===== config.mk =====
export PLATFORM = sky130hd
export DESIGN_NAME = mole_hit_detect
export DESIGN_NICKNAME = d
export VERILOG_FILES = /design/src/rtl/mole_hit_detect_pkg.sv /design/src/rtl/mole_hit_detect_sw_sync_edge.sv /design/src/rtl/mole_hit_detect.sv
export SDC_FILE = /design/constraint.sdc
export NUM_CORES = 1
export LEC_CHECK = 0
export CAP_MARGIN = 20
export CORE_MARGIN = 4
export CORE_UTILIZATION = 55
export CTS_BUF_LIST = sky130_fd_sc_hd__clkbuf_16
export CTS_CLUSTER_DIAMETER = 30
export CTS_CLUSTER_SIZE = 16
export DETAILED_ROUTE_END_ITERATION = 10
export PLACE_DENSITY = 0.87
export SKIP_CTS_REPAIR_TIMING = 1
export SYNTH_ARGS = -nofsm -noshare
export SYNTH_HDL_FRONTEND = slang
export SYNTH_SLANG_ARGS = --single-unit

===== constraint.sdc =====
create_clock -name clk -period 3 [get_ports clk]
set_clock_uncertainty 0.15 [all_clocks]
set_input_delay 0.3 -clock clk [delete_from_list [all_inputs] [get_ports clk]]
set_output_delay 0.3 -clock clk [all_outputs]
set_load 0.02 [all_outputs]

===== src/rtl/mole_hit_detect_pkg.sv =====
// Shared types and constants for the whack-a-mole hit detector.
package mole_hit_detect_pkg;

    localparam int NUM_HOLES = 18;
    localparam int LFSR_W    = 5;
    localparam int TIMER_W   = 26;

    // Feedback taps for x^5 + x^3 + 1 (bits 4 and 2 of a left-shifting register)
    localparam logic [LFSR_W-1:0] LFSR_TAPS = 5'b10100;

    typedef enum logic [1:0] {
        ST_IDLE,
        ST_SPAWN,
        ST_ACTIVE,
        ST_COOLDOWN
    } state_t;

    function automatic logic [NUM_HOLES-1:0] hole_onehot(input logic [LFSR_W-1:0] v);
        logic [LFSR_W-1:0] idx;
        idx = (v < LFSR_W'(NUM_HOLES)) ? v : v - LFSR_W'(NUM_HOLES);
        return {{(NUM_HOLES-1){1'b0}}, 1'b1} << idx;
    endfunction

endpackage


===== src/rtl/mole_hit_detect_sw_sync_edge.sv =====
// Two-flop synchronizer plus history flop per switch; toggle flags either edge.
module sw_sync_edge #(
    parameter int WIDTH = 18
) (
    input  logic             clk,
    input  logic             rst,
    input  logic [WIDTH-1:0] sw_async,
    output logic [WIDTH-1:0] toggle
);

    logic [WIDTH-1:0] meta_q;
    logic [WIDTH-1:0] sync_q;
    logic [WIDTH-1:0] hist_q;

    always_ff @(posedge clk) begin
        if (rst) begin
            meta_q <= '0;
            sync_q <= '0;
            hist_q <= '0;
        end else begin
            meta_q <= sw_async;
            sync_q <= meta_q;
            hist_q <= sync_q;
        end
    end

    assign toggle = sync_q ^ hist_q;

endmodule


===== src/rtl/mole_hit_detect.sv =====
// Target sequencing, hit/miss/wrong detection and pseudo-random hole selection.
//
// state     | meaning
// IDLE      | no game running, all outputs dark
// SPAWN     | one cycle: pick hole from LFSR, arm the lit timer
// ACTIVE    | target lit, waiting for hit or timeout
// COOLDOWN  | dark gap between targets, toggles ignored
module mole_hit_detect
    import mole_hit_detect_pkg::*;
#(
    parameter int unsigned       MOLE_TICKS     = 50_000_000,
    parameter int unsigned       COOLDOWN_TICKS = 12_500_000,
    parameter logic [LFSR_W-1:0] LFSR_SEED      = 5'h1F
) (
    input  logic                 clk,
    input  logic                 rst,
    input  logic                 start_pulse,
    input  logic                 game_active,
    input  logic [NUM_HOLES-1:0] sw,
    output logic [NUM_HOLES-1:0] led_target,
    output logic [NUM_HOLES-1:0] hit_pulse,
    output logic                 miss_pulse,
    output logic                 wrong_pulse
);

    localparam logic [TIMER_W-1:0] MOLE_LOAD = TIMER_W'(MOLE_TICKS - 1);
    localparam logic [TIMER_W-1:0] COOL_LOAD = TIMER_W'(COOLDOWN_TICKS - 1);

    logic [NUM_HOLES-1:0] toggle;

    state_t               state_q, state_d;
    logic [TIMER_W-1:0]   timer_q, timer_d;
    logic [LFSR_W-1:0]    lfsr_q, lfsr_d;
    logic [NUM_HOLES-1:0] led_q, led_d;
    logic [NUM_HOLES-1:0] hit_q, hit_d;
    logic                 miss_q, miss_d;
    logic                 wrong_q, wrong_d;
    logic                 tgt_tog;
    logic                 other_tog;

    sw_sync_edge #(
        .WIDTH (NUM_HOLES)
    ) u_sw_sync_edge (
        .clk      (clk),
        .rst      (rst),
        .sw_async (sw),
        .toggle   (toggle)
    );

    always_comb begin
        state_d   = state_q;
        timer_d   = timer_q;
        led_d     = led_q;
        hit_d     = '0;
        miss_d    = 1'b0;
        wrong_d   = 1'b0;
        lfsr_d    = {lfsr_q[LFSR_W-2:0], ^(lfsr_q & LFSR_TAPS)};
        tgt_tog   = |(toggle & led_q);
        other_tog = |(toggle & ~led_q);

        if (!game_active) begin
            state_d = ST_IDLE;
            timer_d = '0;
            led_d   = '0;
        end else if (start_pulse) begin
            // restart wins over any hit, miss or wrong in flight
            state_d = ST_SPAWN;
            led_d   = '0;
        end else begin
            case (state_q)
                ST_IDLE: begin
                end
                ST_SPAWN: begin
                    led_d   = hole_onehot(lfsr_q);
                    timer_d = MOLE_LOAD;
                    state_d = ST_ACTIVE;
                end
                ST_ACTIVE: begin
                    wrong_d = other_tog;
                    if (tgt_tog) begin
                        hit_d   = led_q;
                        led_d   = '0;
                        timer_d = COOL_LOAD;
                        state_d = ST_COOLDOWN;
                    end else if (timer_q == '0) begin
                        miss_d  = 1'b1;
                        led_d   = '0;
                        timer_d = COOL_LOAD;
                        state_d = ST_COOLDOWN;
                    end else begin
                        timer_d = timer_q - 1'b1;
                    end
                end
                ST_COOLDOWN: begin
                    // leave as the count reaches zero so the gap, SPAWN included, is COOLDOWN_TICKS
                    if (timer_q <= TIMER_W'(1)) begin
                        timer_d = '0;
                        state_d = ST_SPAWN;
                    end else begin
                        timer_d = timer_q - 1'b1;
                    end
                end
                default: state_d = ST_IDLE;
            endcase
        end
    end

    always_ff @(posedge clk) begin
        if (rst) begin
            state_q <= ST_IDLE;
            timer_q <= '0;
            lfsr_q  <= LFSR_SEED;
            led_q   <= '0;
            hit_q   <= '0;
            miss_q  <= 1'b0;
            wrong_q <= 1'b0;
        end else begin
            state_q <= state_d;
            timer_q <= timer_d;
            lfsr_q  <= lfsr_d;
            led_q   <= led_d;
            hit_q   <= hit_d;
            miss_q  <= miss_d;
            wrong_q <= wrong_d;
        end
    end

    assign led_target  = led_q;
    assign hit_pulse   = hit_q;
    assign miss_pulse  = miss_q;
    assign wrong_pulse = wrong_q;

endmodule


---- Yosys cells after proc, flatten, opt, wreduce, memory -nomap -nowiden ----
Index checks and enable logic that the tools add are counted.
word-level totals
  flip-flop bits (word level) ............. 125
  output and inout bits ................... 38
  logic and storage cells ................. 61
  input port bits ......................... 22
cells by class
  magnitude comparators ................... 2
  $add $sub $neg .......................... 2
  equality and inequality tests ........... 7
  multiplexer cells ....................... 14
  shift-type cells ........................ 1
  reductions and logical operators ........ 16
  bitwise logic cells ..................... 8
operator list
  operator               number
  $mux 26                3
  $pmux 26 s3            1
  $and 18x18->18         2
  $mux 18                2
  $pmux 18 s2            1
  $reduce_or 18->1       2
  $le 26x1->1 const B    1
  $logic_not 26->1       1
  $sub 26x1->26 const B  1
  $reduce_or 22->1       1
  $not 18->18            1
  $shl 1x5->18 const A   1
  $xor 18x18->18         1
  $mux 2                 3
  $ne 3x3->1 const B     2
  $pmux 2 s3             1
  $reduce_and 3->1       2
  $lt 5x5->1 const B     1
  $mux 5                 1
  $reduce_or 5->1        1
  $reduce_xor 5->1       1
  $sub 5x5->5 const B    1
  $eq 2x2->1 const B     2
  $ne 4x4->1 const B     1
  other kinds (11)       16

---- Depth between registers and ports, before layout ----
  depth in word-level cells ............... 6
  gate-level depth with buffers ........... 10
  mapped depth without buffers ............ 8

---- Hierarchy ----
A second synthesis with hierarchy kept.
second synthesis, totals
  cell total of the unflattened synthesis .. 553
  area total of the unflattened synthesis .. 5107.4 um^2
by module, submodules not included
  module           cells each  instances  area an instance (um^2)  seq. area each (um^2)
  mole_hit_detect  422         1          3505.9                   1421.4
  sw_sync_edge     131         1          1601.5                   1081.0

---- Worst setup path before layout ----
Ideal clock, no wire load.
  path kind ............................... reg2reg
  start point ............................. register timer_q[18]
  end point ............................... register led_q[14], in the netlist led_target[14]
  arrival time ............................ 2257 ps
  library setup time ...................... 117 ps
  data required time ...................... 2733 ps
  path slack .............................. 477 ps
  cell stages (with the launch flop) ...... 11
  period minus slack after synthesis ...... 2523 ps
  path buffers ............................ 3
  cell sequence ........................... dfxtp_1 buf_6 or4_4 nor4_4 and3_1 or3_4 o22ai_4 and2_4 buf_6 buf_6 a22o_1
on the way
  longest elaborated chain between the ends .. 3
RTL lines
  item                        RTL line                text
  from (decl)                 mole_hit_detect.sv:32   logic [TIMER_W-1:0] timer_q, timer_d;
  from (signal assigned)      mole_hit_detect.sv:119  timer_q <= timer_d;
  $logic_not 26->1            mole_hit_detect.sv:85   end else if (timer_q == '0) begin
  $ne 3x3->1 (no line)        --
  $reduce_and 2->1 (no line)  --
  to (signal assigned)        mole_hit_detect.sv:121  led_q <= led_d;
  to (decl)                   mole_hit_detect.sv:34   logic [NUM_HOLES-1:0] led_q, led_d;
No other way between the ends.
A chain may end at the register's enable or synchronous reset.

---- Worst setup path after layout ----
  start point ............................. register timer_q[0]
  end point ............................... register timer_q[8]
on the way
  longest elaborated chain between the ends .. 4
  elaborated cells between the ends (all ways) .. 7
  those cells by class .................... add/sub (1); order compare (1); mux (4); reduce/logical (1)
RTL lines
  item                                                      RTL line                                                              text
  $sub 26x1->26 / $logic_not 26->1 (equally long branches)  mole_hit_detect.sv:91, mole_hit_detect.sv:100, mole_hit_detect.sv:85
  $mux 26                                                   mole_hit_detect.sv:85
  $mux 26                                                   mole_hit_detect.sv:80                                                 if (tgt_tog) begin
  $pmux 26 s3 (*)                                           mole_hit_detect.sv:70                                                 case (state_q)
Every way passes the cells marked *; elsewhere a longest branch is shown, timed or not.

==> implementation parameters <==
Parameter                              Value

Status
  Result of the run    complete, no violations

Global route
  Global-route usage over all layers    24.09%
  Leftover overflow at the end of global routing    0
  Layer with the highest usage after global routing    met2
  First-pass GRT wire length    21.01 mm
  Global routing met1 resource utilization    31.30%
  Via count of the first global-routing pass    4191
  Number of antenna violations at the first check in global routing    0
  Met2 GRT Util    38.35%
  Met3 GRT Util    5.400%
  Maximum number of pins on one net before global-route repair    60

Placed design
  Final weighted congestion in routability-driven placement    0.9179
  Hpwl dp    8.721 mm
  Count of buffers from port buffering    59

Synth
  Synthesis-stage register bit count    125
  Mapped cell area    5057 um2
  Number of distinct library cells after synthesis    50
  Yosys warnings    0
  Instance count of the mapped netlist    537
  Post-synth ARST share    0%
  Part of the Yosys area used for sequential elements    49.48%
  Top flip-flop cell by instance count after synthesis    sky130_fd_sc_hd__dfxtp_1
  Syn Nets    567
  Number of flops mapped to enable cells by yosys    0
  Mean Syn Cell Area    9.418 um2

Power
  Proportion of power drawn by flip-flops and latches    41.9%
  Clock power frac    50.5%
  Total power per unit cell area    642.4 nW/um2
  Switching power as a share of total power    25.18%
  Reported net switching power    1.038 mW
  Static Leak    2.577 nW
  IR Drop Worst-Case VDD    0.3591 mV
  Internal Pwr Total    3.086 mW
  Combinational share of power    7.5%

Floorplan
  I/O pin total    60
  Width of the chip    103.9 um
  Core Box Area    8848 um2
  Area of the die    10790 um2
  Die height    103.9 um
  Number of cell rows    34
  Effective utilization at floorplan    57.15%

Worst setup path
  Type of the worst setup path    flip-flop to flip-flop
  Data arrival time of the critical path    2.92 ns
  Critical path, cell by cell    inv_1 > ha_1 > and3_1 > and3_1 > or3_4 > o21ai_1 > o21ai_0 > a21oi_1
  CP max FO    10
  Flop-to-flop setup slack    0.27 ns
  Required time at the endpoint of the critical path    3.19 ns
  Critical path's slowest cell    sky130_fd_sc_hd__o21ai_1
  Category of the worst setup path launch point    flip-flop
  Max incr delay on CP    0.57 ns
  Capture instance of the worst register-to-register path    timer_q[8]$_SDFFE_PP0P_
  Start of the worst register-to-register path    timer_q[0]$_SDFFE_PP0P_
  Depth of the worst register-to-register path    8
  Crit path capture type    flip-flop
  Most used cell along the critical path    sky130_fd_sc_hd__and3_1

STA
  Final setup violation count    0
  Shortest period the worst path allows    2.734 ns
  Final hold violation count    0
  Total negative slack    0 ns
  Max-slew violation count    0
  Slew headroom    53.56%
  Setup repair after global routing missed its margin    no
  Fmax    0.3658 GHz
  Final Cycle Share    91.14%
  Slew of the pin with the lowest slew margin    0.6919 ns

Cells and area
  Total of fill cells in the finished design    639
  Post-route core utilization    72.55%
  Number of nets in the layout    643
  Layout Area Growth over Synthesis    26.94%
  Leading cell type in the layout, fill and taps excluded    sky130_fd_sc_hd__dfxtp_1
  Fraction of final layout cells with drive strength greater than 1    11.18%
  Antenna Diode Count    0
  Most frequent cells in the layout    125 x sky130_fd_sc_hd__dfxtp_1, 58 x sky130_fd_sc_hd__nor2b_1, 58 x sky130_fd_sc_hd__clkdlybuf4s50_1

Routing
  Total length of routed wires    12.88 mm
  DRT antenna net count    0
  DRC violation count after routing    0
  Routed via count divided by cell count    5.875
  Iteration-0 DRC count of the detailed router    303
  WL/cell    17.55 um
  Router iterations before antenna repair    5
  Routed vias    4312

Clock tree
  Insertion delay to the later sink of the worst-skew pair    0.42 ns
  Number of clock buffers inserted by TritonCTS    17
  Register clock-pin slew on the reported worst setup and hold paths    0.06 ns
  CTS root buffer    sky130_fd_sc_hd__clkbuf_16
  Clock tree from TritonCTS    yes
  H-tree Lvls    4
  Clock net sink count    125
  Bufs on Longest Clock Path    2

Hold path
  End point of the most critical hold path    timer_q[14]$_SDFFE_PP0P_
  Hold/Removal Path Class    input pin to flip-flop
  Start point of the worst min-delay path    rst
  Cell count of the worst hold path    3

Run
  Max-cap check violation count    0
## metrics by stage
stage / total power, mW / std cells / setup slack, ns / area (um2) / hold WS (ns)
floorplan: 1.964 / 537 / 0.4767 / 5057 / 0.2638
global placement: 2.050 / 702 / 0.4601 / 5817 / 0.2671
detailed placement: 2.063 / 702 / 0.2978 / 5817 / 0.2704
CTS: 4.131 / 734 / 0.3192 / 6420 / 0.1614
global route: 4.245 / 734 / 0.09344 / 6420 / 0.1886
finish: 4.124 / 734 / 0.2659 / 6420 / 0.1844
## synth_stat cells, types with 6 or more instances
| cell | number | share of area, % |
|---|---|---|
| sky130_fd_sc_hd__a21oi_1 | 25 | 2.5 |
| sky130_fd_sc_hd__inv_1 | 18 | 1.3 |
| sky130_fd_sc_hd__nor3_1 | 17 | 1.7 |
| sky130_fd_sc_hd__nor4_1 | 12 | 1.5 |
| sky130_fd_sc_hd__nand3_1 | 10 | 0.99 |
| sky130_fd_sc_hd__and2_1 | 21 | 2.6 |
| sky130_fd_sc_hd__a31oi_1 | 10 | 1.2 |
| sky130_fd_sc_hd__nand2_1 | 23 | 1.7 |
| sky130_fd_sc_hd__a22o_1 | 12 | 2.1 |
| sky130_fd_sc_hd__nand4_1 | 6 | 0.74 |
| sky130_fd_sc_hd__ha_1 | 8 | 2.0 |
| sky130_fd_sc_hd__and3_1 | 6 | 0.74 |
| sky130_fd_sc_hd__a22oi_1 | 12 | 1.8 |
| sky130_fd_sc_hd__clkbuf_1 | 14 | 1.0 |
| sky130_fd_sc_hd__or2_2 | 6 | 0.74 |
| sky130_fd_sc_hd__nand2b_1 | 17 | 2.1 |
| sky130_fd_sc_hd__o21ai_0 | 23 | 2.3 |
| sky130_fd_sc_hd__dfxtp_1 | 125 | 49 |
| sky130_fd_sc_hd__nor2_1 | 34 | 2.5 |
| sky130_fd_sc_hd__nor2b_1 | 58 | 7.2 |
| sky130_fd_sc_hd__xor2_1 | 18 | 3.1 |
## kinds of logic (layout without fill, tap and decap cells)
logic type      after synthesis  in the layout  share of synthesized area (%)
flops                       125            125                          49.48
xor+xnor                     21             21                          3.637
simple gates                229            229                          25.71
buf+inv                      40            129                          3.538
compound gates              114            114                          15.66
fa+ha+maj                     8              8                          1.979
## state kept, by name, summed over array words and instances (netlist names)
signal / cells
hit_pulse: 18
led_target: 18
lfsr_q: 5
miss_pulse: 1
state_q: 2
timer_q: 26
u_sw_sync_edge.hist_q: 18
u_sw_sync_edge.meta_q: 18
u_sw_sync_edge.sync_q: 18
wrong_pulse: 1
## cell type report
type                       instances  area (um2)  share of cell area (%)
inverter                          18       67.56                   1.052
clock inverter                    15       177.7                   2.767
timing repair buffer              79       735.7                   11.46
clock buffer                      17       425.4                   6.626
tap                              108       135.1                   2.105
multi-input combinational        372        2376                   37.01
sequential                       125        2502                   38.98
## power by group through the flow
stage	Combinational, mW	Sequential, mW	Clock, mW
floorplan	0.208	1.76	0
global placement	0.289	1.76	0
detailed placement	0.297	1.77	0
CTS	0.304	1.73	2.10
global route	0.338	1.73	2.17
finish	0.310	1.73	2.08
## routing by layer
| layer | wire (um) | vias to the layer above |
|---|---|---|
| met1 | 5417 | 1985 |
| met5 | 0 | - |
| li1 | - | 2027 |
| met3 | 1194 | 39 |
| met2 | 5936 | 261 |
| met4 | 334 | 0 |
## worst max-delay path by stage
stage                             start                           to  slack (ns)  cells past startpoint
2_1_floorplan  timer_q[18]$_SDFFE_PP0P_  led_target[14]$_SDFFE_PP0P_        0.48                     10
3_3_place_gp    timer_q[0]$_SDFFE_PP0P_      timer_q[8]$_SDFFE_PP0P_        0.46                      8
3_5_place_dp    timer_q[0]$_SDFFE_PP0P_      timer_q[8]$_SDFFE_PP0P_        0.30                      8
4_1_cts         timer_q[0]$_SDFFE_PP0P_      timer_q[8]$_SDFFE_PP0P_        0.32                      8
5_1_grt         timer_q[0]$_SDFFE_PP0P_      timer_q[9]$_SDFFE_PP0P_        0.09                      8
6_report        timer_q[0]$_SDFFE_PP0P_      timer_q[8]$_SDFFE_PP0P_        0.27                      8
## critical path, delay by kind of cell (launching register included)
kind / cells / cell delay (ns)
AOI/OAI and AO/OA: 3 / 0.97
adders and majority gates: 1 / 0.30
buffers and inverters: 1 / 0.06
DFF: 1 / 0.38
and+or+nand+nor: 3 / 0.81
Note: power is estimated with default switching activity, not from simulation.
